## src/rtl/clock_mgr_pkg.sv

```systemverilog
// clock_mgr_pkg
// Shared types, status codes, DRP register masks and divide helpers for the
// MMCM CLKOUT0 reprogramming sequencer.
//   seq_state_e  : top-level sequencer states
//   rmw_state_e  : single read-modify-write engine states
//   reg1_bits()  : ClkReg1 high/low-time field for a divide value
//   reg2_bits()  : ClkReg2 edge/no_count field for a divide value
//   div_valid()  : divide value lies in DIV_MIN..DIV_MAX
package clock_mgr_pkg;

    typedef enum logic [2:0] {
        StIdle,
        StRst,
        StRmw1,
        StRmw2,
        StRel,
        StLock,
        StDone
    } seq_state_e;

    typedef enum logic [2:0] {
        RmwIdle,
        RmwRd,
        RmwWaitRd,
        RmwWr,
        RmwWaitWr
    } rmw_state_e;

    localparam logic [1:0] ST_OK     = 2'd0;
    localparam logic [1:0] ST_BADDIV = 2'd1;
    localparam logic [1:0] ST_DRPTO  = 2'd2;
    localparam logic [1:0] ST_LOCKTO = 2'd3;

    // Bits of the DRP registers that must survive the rewrite.
    localparam logic [15:0] REG1_KEEP = 16'hF000;
    localparam logic [15:0] REG2_KEEP = 16'hFF3F;

    localparam logic [7:0] DIV_MIN = 8'd1;
    localparam logic [7:0] DIV_MAX = 8'd126;

    function automatic logic div_valid(input logic [7:0] d);
        return (d >= DIV_MIN) && (d <= DIV_MAX);
    endfunction

    // {high[5:0], low[5:0]}; only called with d in 1..126, so high and low fit
    // in six bits and the 6-bit subtraction is exact.
    function automatic logic [15:0] reg1_bits(input logic [7:0] d);
        logic [5:0] high;
        logic [5:0] low;
        high = d[6:1];
        low  = d[5:0] - d[6:1];
        if (d == 8'd1) begin
            high = 6'd1;
            low  = 6'd1;
        end
        return {4'b0000, high, low};
    endfunction

    // edge lands on bit 7, no_count on bit 6.
    function automatic logic [15:0] reg2_bits(input logic [7:0] d);
        return {8'h00, d[0], (d == 8'd1), 6'b00_0000};
    endfunction

endpackage

```

## src/rtl/clock_mgr_drp_rmw.sv

```systemverilog
// clock_mgr_drp_rmw
// One DRP read-modify-write: read addr, keep the keep_mask bits of the read
// data, OR in set_bits, write it back. Each wait for drp_drdy is bounded by
// DRP_TIMEOUT cycles.
// Ports:
//   clk, resetn           : clock, asynchronous active-low reset
//   start                 : begin an access; addr/keep_mask/set_bits sampled
//   addr, keep_mask,
//   set_bits              : access target and modify pattern
//   drp_daddr, drp_den,
//   drp_dwe, drp_di       : DRP request side
//   drp_do, drp_drdy      : DRP response side
//   done                  : write acknowledged (combinational, one cycle)
//   timeout               : a wait expired (combinational, one cycle)
module clock_mgr_drp_rmw
    import clock_mgr_pkg::*;
#(
    parameter int unsigned DRP_TIMEOUT = 256
) (
    input  logic        clk,
    input  logic        resetn,
    input  logic        start,
    input  logic [6:0]  addr,
    input  logic [15:0] keep_mask,
    input  logic [15:0] set_bits,
    output logic [6:0]  drp_daddr,
    output logic        drp_den,
    output logic        drp_dwe,
    output logic [15:0] drp_di,
    input  logic [15:0] drp_do,
    input  logic        drp_drdy,
    output logic        done,
    output logic        timeout
);

    localparam int unsigned CW = (DRP_TIMEOUT > 1) ? $clog2(DRP_TIMEOUT) : 1;

    rmw_state_e     state_q, state_d;
    logic [6:0]     addr_q, addr_d;
    logic [15:0]    keep_q, keep_d;
    logic [15:0]    set_q, set_d;
    logic [15:0]    di_q, di_d;
    logic [CW-1:0]  cnt_q, cnt_d;
    logic           cnt_expired;

    assign cnt_expired = (cnt_q == CW'(DRP_TIMEOUT - 1));

    always_comb begin
        state_d = state_q;
        addr_d  = addr_q;
        keep_d  = keep_q;
        set_d   = set_q;
        di_d    = di_q;
        cnt_d   = cnt_q;
        done    = 1'b0;
        timeout = 1'b0;

        unique case (state_q)
            RmwIdle: begin
                if (start) begin
                    addr_d  = addr;
                    keep_d  = keep_mask;
                    set_d   = set_bits;
                    state_d = RmwRd;
                end
            end
            RmwRd: begin
                cnt_d   = '0;
                state_d = RmwWaitRd;
            end
            RmwWaitRd: begin
                if (drp_drdy) begin
                    di_d    = (drp_do & keep_q) | set_q;
                    state_d = RmwWr;
                end else if (cnt_expired) begin
                    timeout = 1'b1;
                    state_d = RmwIdle;
                end else begin
                    cnt_d = cnt_q + 1'b1;
                end
            end
            RmwWr: begin
                cnt_d   = '0;
                state_d = RmwWaitWr;
            end
            RmwWaitWr: begin
                if (drp_drdy) begin
                    done = 1'b1;
                    // Back-to-back accesses: the caller may start the next one
                    // in the same cycle this one completes.
                    if (start) begin
                        addr_d  = addr;
                        keep_d  = keep_mask;
                        set_d   = set_bits;
                        state_d = RmwRd;
                    end else begin
                        state_d = RmwIdle;
                    end
                end else if (cnt_expired) begin
                    timeout = 1'b1;
                    state_d = RmwIdle;
                end else begin
                    cnt_d = cnt_q + 1'b1;
                end
            end
            default: state_d = RmwIdle;
        endcase
    end

    always_ff @(posedge clk or negedge resetn) begin
        if (!resetn) begin
            state_q <= RmwIdle;
            addr_q  <= '0;
            keep_q  <= '0;
            set_q   <= '0;
            di_q    <= '0;
            cnt_q   <= '0;
        end else begin
            state_q <= state_d;
            addr_q  <= addr_d;
            keep_q  <= keep_d;
            set_q   <= set_d;
            di_q    <= di_d;
            cnt_q   <= cnt_d;
        end
    end

    // Strobes decode straight from state so an asynchronous reset drops them.
    assign drp_den   = (state_q == RmwRd) || (state_q == RmwWr);
    assign drp_dwe   = (state_q == RmwWr);
    assign drp_daddr = addr_q;
    assign drp_di    = di_q;

endmodule

```

## src/rtl/clock_mgr_drp_seq.sv

```systemverilog
// clock_mgr_drp_seq
// Reprograms the MMCM CLKOUT0 divider at run time: holds the MMCM in reset,
// rewrites ClkReg1 and ClkReg2 over DRP, releases reset, waits for LOCKED and
// reports a status code.
// Ports:
//   clk, resetn          : clock, asynchronous active-low reset
//   cfg_div, cfg_start   : requested divide and its one-cycle strobe
//   busy, done, status   : request in flight, completion pulse, result code
//   cur_div              : last divide that locked successfully
//   mmcm_rst, mmcm_locked: MMCM reset (active high) and lock indication
//   drp_*                : MMCM dynamic reconfiguration port
module clock_mgr_drp_seq
    import clock_mgr_pkg::*;
#(
    parameter logic [6:0]  REG1_ADDR    = 7'h08,
    parameter logic [6:0]  REG2_ADDR    = 7'h09,
    parameter int unsigned DRP_TIMEOUT  = 256,
    parameter int unsigned LOCK_TIMEOUT = 100000,
    parameter int unsigned LOCK_BLANK   = 4
) (
    input  logic        clk,
    input  logic        resetn,
    input  logic [7:0]  cfg_div,
    input  logic        cfg_start,
    output logic        busy,
    output logic        done,
    output logic [1:0]  status,
    output logic [7:0]  cur_div,
    output logic        mmcm_rst,
    input  logic        mmcm_locked,
    output logic [6:0]  drp_daddr,
    output logic        drp_den,
    output logic        drp_dwe,
    output logic [15:0] drp_di,
    input  logic [15:0] drp_do,
    input  logic        drp_drdy
);

    localparam int unsigned LOCK_CW = (LOCK_TIMEOUT > 1) ? $clog2(LOCK_TIMEOUT) : 1;

    seq_state_e         state_q, state_d;
    logic [7:0]         div_q, div_d;
    logic [1:0]         status_q, status_d;
    logic [7:0]         cur_div_q, cur_div_d;
    logic [LOCK_CW-1:0] lock_cnt_q, lock_cnt_d;

    logic        rmw_start;
    logic [6:0]  rmw_addr;
    logic [15:0] rmw_keep;
    logic [15:0] rmw_set;
    logic        rmw_done;
    logic        rmw_timeout;

    always_comb begin
        state_d    = state_q;
        div_d      = div_q;
        status_d   = status_q;
        cur_div_d  = cur_div_q;
        lock_cnt_d = lock_cnt_q;
        rmw_start  = 1'b0;
        rmw_addr   = REG1_ADDR;
        rmw_keep   = REG1_KEEP;
        rmw_set    = reg1_bits(div_q);

        unique case (state_q)
            StIdle: begin
                if (cfg_start) begin
                    div_d = cfg_div;
                    if (div_valid(cfg_div)) begin
                        state_d = StRst;
                    end else begin
                        status_d = ST_BADDIV;
                        state_d  = StDone;
                    end
                end
            end
            StRst: begin
                rmw_start = 1'b1;
                state_d   = StRmw1;
            end
            StRmw1: begin
                // Present the ClkReg2 access so it launches the cycle the
                // ClkReg1 write completes.
                rmw_addr = REG2_ADDR;
                rmw_keep = REG2_KEEP;
                rmw_set  = reg2_bits(div_q);
                if (rmw_timeout) begin
                    status_d = ST_DRPTO;
                    state_d  = StDone;
                end else if (rmw_done) begin
                    rmw_start = 1'b1;
                    state_d   = StRmw2;
                end
            end
            StRmw2: begin
                if (rmw_timeout) begin
                    status_d = ST_DRPTO;
                    state_d  = StDone;
                end else if (rmw_done) begin
                    state_d = StRel;
                end
            end
            StRel: begin
                lock_cnt_d = '0;
                state_d    = StLock;
            end
            StLock: begin
                // lock_cnt_q is the index of this cycle within LOCK.
                if ((lock_cnt_q >= LOCK_CW'(LOCK_BLANK)) && mmcm_locked) begin
                    status_d  = ST_OK;
                    cur_div_d = div_q;
                    state_d   = StDone;
                end else if (lock_cnt_q == LOCK_CW'(LOCK_TIMEOUT - 1)) begin
                    status_d = ST_LOCKTO;
                    state_d  = StDone;
                end else begin
                    lock_cnt_d = lock_cnt_q + 1'b1;
                end
            end
            StDone: begin
                state_d = StIdle;
            end
            default: state_d = StIdle;
        endcase
    end

    always_ff @(posedge clk or negedge resetn) begin
        if (!resetn) begin
            state_q    <= StIdle;
            div_q      <= '0;
            status_q   <= ST_OK;
            cur_div_q  <= '0;
            lock_cnt_q <= '0;
        end else begin
            state_q    <= state_d;
            div_q      <= div_d;
            status_q   <= status_d;
            cur_div_q  <= cur_div_d;
            lock_cnt_q <= lock_cnt_d;
        end
    end

    // Decoded from state so an asynchronous reset releases them immediately.
    always_comb begin
        busy     = (state_q != StIdle);
        done     = (state_q == StDone);
        mmcm_rst = (state_q == StRst) || (state_q == StRmw1) || (state_q == StRmw2);
    end

    assign status  = status_q;
    assign cur_div = cur_div_q;

    clock_mgr_drp_rmw #(
        .DRP_TIMEOUT (DRP_TIMEOUT)
    ) u_rmw (
        .clk       (clk),
        .resetn    (resetn),
        .start     (rmw_start),
        .addr      (rmw_addr),
        .keep_mask (rmw_keep),
        .set_bits  (rmw_set),
        .drp_daddr (drp_daddr),
        .drp_den   (drp_den),
        .drp_dwe   (drp_dwe),
        .drp_di    (drp_di),
        .drp_do    (drp_do),
        .drp_drdy  (drp_drdy),
        .done      (rmw_done),
        .timeout   (rmw_timeout)
    );

endmodule
```

## config.mk

```make
export PLATFORM = sky130hd
export DESIGN_NAME = clock_mgr_drp_seq
export DESIGN_NICKNAME = d
export VERILOG_FILES = /design/src/rtl/clock_mgr_pkg.sv /design/src/rtl/clock_mgr_drp_rmw.sv /design/src/rtl/clock_mgr_drp_seq.sv
export SDC_FILE = /design/constraint.sdc
export NUM_CORES = 1
export LEC_CHECK = 0
export CORE_MARGIN = 5
export CORE_UTILIZATION = 54
export CTS_CLUSTER_DIAMETER = 80
export CTS_CLUSTER_SIZE = 8
export DETAILED_ROUTE_END_ITERATION = 6
export GPL_TIMING_DRIVEN = 0
export PLACE_DENSITY = 0.8
export SYNTH_ARGS = -nofsm -noshare
export SYNTH_HDL_FRONTEND = slang
export SYNTH_SLANG_ARGS = --single-unit
```

## constraint.sdc

```tcl
create_clock -name clk -period 2.3 [get_ports clk]
set_input_delay 0.46 -clock clk [delete_from_list [all_inputs] [get_ports clk]]
set_output_delay 0.46 -clock clk [all_outputs]
set_load 0.05 [all_outputs]
```

# Yosys cells after proc, flatten, opt, wreduce, memory -nomap -nowiden
# Index checks and enable logic that the tools add are counted.
[word_totals]
word_cells = 116
inputBits = 29
out_inout_bits = 38
reg_bits = 104
[classes]
bitwise_logic = 2
reduce_logical = 23
eq_ne = 25
n_lt_le_gt_ge = 3
mux = 49
add_sub_neg = 3
[op_table]
columns = ["operator", "count"]
rows = [
  ["16-bit two-way mux", 4],
  ["16-bit one-hot mux with 2 select lines", 2],
  ["3-bit two-way mux", 12],
  ["17-bit two-way mux", 2],
  ["17-bit one-hot mux with 2 select lines", 1],
  ["12-bit two-way mux", 2],
  ["3-bit one-hot mux with 6 select lines", 1],
  ["17-bit by 1-bit adder with 17-bit output, second input constant", 1],
  ["17-bit == test, second input constant", 1],
  ["17-bit by 3-bit greater-or-equal comparator with 1-bit output, second input constant", 1],
  ["16-bit bitwise AND", 1],
  ["8-bit two-way mux", 2],
  ["2-bit inequality test, second input constant", 8],
  ["16-bit OR", 1],
  ["8-bit one-hot mux with 2 select lines", 1],
  ["3-bit one-hot mux with 5 select lines", 1],
  ["7-bit two-way mux", 2],
  ["7-bit one-hot mux with 2 select lines", 1],
  ["3-bit by 2-bit == test with 1-bit output, second input constant", 4],
  ["3-bit == test, second input constant", 4],
  ["6-bit two-way mux", 2],
  ["2-bit two-way mux", 5],
  ["1-bit two-way mux", 9],
  ["3-bit inequality test, second input constant", 3],
  ["20 further kinds", 34],
]

# Logic depth before layout (Yosys ltp)
[depth]
ltp_word = 9
depth_mapped = 9
ltp_nobuf = 9

# Cells and area by module
# A second synthesis with hierarchy kept.
[hier_totals]
cells_unflattened = 496
area_unflattened_um2 = 5064.9
[modules_own_cells]
columns = ["mod", "cells_each", "area_per_inst_um2", "seq_area_each_um2", "n_inst"]
rows = [
  ["clock_mgr_drp_rmw", 216, 2696.3, 1651.6, 1],
  ["clock_mgr_drp_seq", 280, 2368.5, 950.9, 1],
]

# Worst setup path after synthesis
# OpenSTA, ideal clock, no wires.
[synth_path]
path_type = "input to register"
startpoint = "in cfg_div[3]"
endpoint = "reg status_q[0] (netlist: status[0])"
required_ns = 2.175
t_arrival_ns = 1.864
setup_time_ns = 0.125
setup_slack_ns = 0.312
cell_stages = 5
path_cell_list = "or4_1 > o211a_1 > o2bb2ai_1 > a211oi_2 > mux2_2"
[synth_via]
elab_chain_len = 4
[synth_lines]
columns = ["element", "line_no", "text"]
rows = [
  ["start, declared", "clock_mgr_drp_seq.sv:23", "input logic [7:0] cfg_div,"],
  ["8-bit by 1-bit greater-or-equal comparator with 1-bit output / 8-bit by 7-bit less-or-equal comparator with 1-bit output (equally long branches)", "clock_mgr_pkg.sv:42", "return (d >= DIV_MIN) && (d <= DIV_MAX);"],
  ["1-bit logical AND (*)", "clock_mgr_pkg.sv:42", ""],
  ["2-bit inequality test (no line) (*)", "--", ""],
  ["5-bit AND reduction (no line) (*)", "--", ""],
  ["end signal, assigned", "clock_mgr_drp_seq.sv:137", "status_q <= status_d;"],
  ["end, declared", "clock_mgr_drp_seq.sv:43", "logic [1:0] status_q, status_d;"],
]
# Mark *: on every way between the ends. The rest lies on a longest branch, timed or not.
# A chain may end at the register's enable or synchronous reset.

# Worst setup path in the final report
# Ends and elaborated chain as after synthesis.

==> impl_metrics.env <==
export IMPL_max_slew_worst_pin_slew_ns=0.6779
export IMPL_firstDrtPassIters=5
export IMPL_start_util_pct=54.52
export IMPL_endpoint_kind="register"
export IMPL_rsz0062_at_grt="no"
export IMPL_synth_top_area_share_pct=47.66
export IMPL_htreeDepth=3
export IMPL_cts_sinks=79
export IMPL_p_int_mw=2.122
export IMPL_grt_ovfl_total=0
export IMPL_holdWs_ns=0.4999
export IMPL_grt_pass1_wl_mm=15.99
export IMPL_numCtsBuffers=9
export IMPL_synth_cell_types=57
export IMPL_die_area_sq_mm=0.009534
export IMPL_p_total_mw=2.791
export IMPL_antenna_found_initial=0
export IMPL_nFillCells=623
export IMPL_finalWeightedCongestion=0.8801
export IMPL_num_rows=32
export IMPL_grt_use_total_pct=20.12
export IMPL_dp_hpwl_mm=6.750
export IMPL_combPwrFrac_pct=8.3
export IMPL_arrival_ns=2.42
export IMPL_hold_path_startpoint="cur_div[1]$_DFFE_PN0P_"
export IMPL_synth_area_top_cells="dfrtp_1 (48%), a21oi_1 (4.2%), nand2_1 (3.8%)"
export IMPL_min_path_type="reg2reg"
export IMPL_stdcell_count=614
export IMPL_yosys_area_top_type="dfrtp_1"
export IMPL_wl_per_cell_um=14.98
export IMPL_swShare_pct=23.97
export IMPL_synth_ff_type="dfrtp_1"
export IMPL_drv_slew=0
export IMPL_wirelength_mm=9.196
export IMPL_cp_required_ns=2.54
export IMPL_clkLatencyLatePin_ns=0.35
export IMPL_grt_max_degree=61
export IMPL_power_per_cell_area_mw_per_mm2=544.5
export IMPL_die_h_um=97.64
export IMPL_outcome="finished clean"
export IMPL_leakage_nw=2.296
export IMPL_synthTopCellsByCount="dfrtp_1 (79), nand2_1 (42), a21oi_1 (35), nor2_1 (34), inv_1 (24)"
export IMPL_synth_most_common_cell="dfrtp_1"
export IMPL_yosys_warnings=0
export IMPL_drt_iter0_drc=193
export IMPL_num_vias=3370
export IMPL_r2r_end="status[0]$_DFFE_PN0P_"
export IMPL_crit_type="in2reg"
export IMPL_pwr_share_seq_pct=51.0
export IMPL_fin_util_pct=67.38
export IMPL_min_period_over_period_pct=94.78
export IMPL_cts_tree="built"
export IMPL_slew_headroom_pct=54.61
export IMPL_vias_per_cell=5.489
export IMPL_area_delta_synth_final_pct=23.59
export IMPL_setup_violations_final=0
export IMPL_drc_errors=0
export IMPL_placed_cells=597
export IMPL_ys_ff_latch=79
export IMPL_drive_gt1_share_pct=11.13
export IMPL_reg2regPathDepth=6
export IMPL_synth_enable_flop_cells=0
export IMPL_pwr_share_clk_pct=40.7
export IMPL_p_switching_mw=0.6690
export IMPL_root_buffer="clkbuf_8"
export IMPL_num_io_pins=67
export IMPL_fin_nets=548
export IMPL_die_x_um=97.64
export IMPL_ant_nets=0
export IMPL_whs_path_depth=2
export IMPL_start_kind="primary input"
export IMPL_rrSetupSlack_ns=0.15
export IMPL_final_hold_viol_count=0
export IMPL_fmax_mhz=458.7
export IMPL_reg2reg_from="lock_cnt_q[0]$_DFFE_PN0P_"
export IMPL_worst_path_max_fanout=3
export IMPL_setup_tns_ns=0
export IMPL_portBuffers=59
export IMPL_syn_inst=431
export IMPL_core_area_sq_mm=0.007607
export IMPL_ys_seq_area_share_pct=47.66
export IMPL_drv_cap=0
export IMPL_cts_buffer_depth=2
export IMPL_finalWorstPathRequiredPeriod_ns=2.180
export IMPL_synthArstFlopShare_pct=100.0
export IMPL_holdPathEnd="cur_div[1]$_DFFE_PN0P_"
export IMPL_finalClockSkew_ns=0.01161
export IMPL_clkTransAtPathRegs_ns=0.08
export IMPL_syn_area_per_cell_sq_um=9.623
export IMPL_antenna_cells=0
export IMPL_grt_pass1_vias=3373
export IMPL_vdd_drop_max_mv=0.3642
export IMPL_syn_area_sq_mm=0.004148
critical path: stages:
cell	delay [ns]
clkdlybuf4s50_1	0.45
or4_1	0.57
o211a_1	0.24
o2bb2ai_1	0.14
a211oi_2	0.20
mux2_2	0.36
state kept, by name, indices dropped and copies added (netlist names), 2 cells and up:
register and count:
u_rmw.set_q 12, cur_div 8, u_rmw.state_q 3, u_rmw.cnt_q 8, status 2, lock_cnt_q 17, u_rmw.drp_di 16, state_q 3
div_q 8
power by group through the flow:
stage / Combinational, mW / Clock (mW) / Sequential, mW
3_3_place_gp: 0.224 / 0 / 1.45
2_1_floorplan: 0.0693 / 0 / 1.49
5_1_grt: 0.251 / 1.24 / 1.43
6_report: 0.233 / 1.14 / 1.42
4_1_cts: 0.235 / 1.16 / 1.42
3_5_place_dp: 0.232 / 0 / 1.45
stage by stage:
stage | setup slack [ns] | cell area, sq um
3_3_place_gp | -1.958 | 4881
3_5_place_dp | -0.2350 | 4906
5_1_grt | 0.007510 | 5126
4_1_cts | 0.002893 | 5131
6_report | 0.1200 | 5126
2_1_floorplan | 0.3115 | 4163
layout make-up:
| cell class | instances | area [sq um] | share of cell area (%) |
|---|---|---|---|
| Multi-Input combinational cell | 309 | 1984 | 38.71 |
| Buffer | 22 | 117.6 | 2.294 |
| Tap cell | 102 | 127.6 | 2.490 |
| Sequential cell | 79 | 1977 | 38.56 |
| Clock buffer | 10 | 127.6 | 2.490 |
| Inverter | 25 | 93.84 | 1.831 |
| Clock inverter | 6 | 91.34 | 1.782 |
| Timing Repair Buffer | 61 | 606.8 | 11.84 |
cell families after synthesis:
kind of cell             synth area share (%)
XOR/XNOR                                2.534
multiplexers                            4.555
AND/OR/NAND/NOR                         21.51
adder cells (fa/ha/maj)                 3.801
flip-flops                              47.66
other                                 0.09041
AO/OA/AOI/OAI                           14.78
buffers and inverters                   5.068
timing repair:
item,4_1_cts,5_1_grt
buffers inserted,0,0
endpoints found under the hold margin,19,0
resized for setup,14,7
hold buffers,1,0
setup endpoints to repair,5,14
layout by cell type (no fill, tap or decap), drive strengths merged, types with 3 or more instances in the layout:
cell type	count
nor3	9
a31o	4
nand4	8
nor4	10
nand3	17
a21o	5
mux2i	11
mux2	7
clkbuf	23
nand2	42
and3	6
xnor2	12
or3	3
a21oi	35
inv	26
o21ai	23
clkinv	3
and4	3
nor2	35
clkdlybuf4s50	53
a31oi	3
ha	11
a22o	7
nand2b	17
buf	15
dfrtp	79
nor2b	5
conb	5
layer usage:
layer | wire length [um] | vias to the layer above | GRT usage (%)
met4 | 133 | 0 | 6.070
met1 | 4326 | 1597 | 27.97
met5 | 0 | - | 0
li1 | - | 1665 | -
met2 | 4269 | 94 | 31.58
met3 | 466 | 14 | 4.451
worst max path at each step:
stage                         startpoint                    endpoint  cells past startpoint
2_1_floorplan                 cfg_div[3]       status[0]$_DFFE_PN0P_                      5
3_3_place_gp                      resetn  lock_cnt_q[16]$_DFFE_PN0P_                      1
3_5_place_dp                  cfg_div[3]       status[0]$_DFFE_PN0P_                      6
4_1_cts           state_q[2]$_DFFE_PN0P_                        done                      4
5_1_grt        lock_cnt_q[0]$_DFFE_PN0P_       status[0]$_DFFE_PN0P_                      6
6_report                      cfg_div[3]       status[0]$_DFFE_PN0P_                      6
Power figures use the tool's default switching activity.
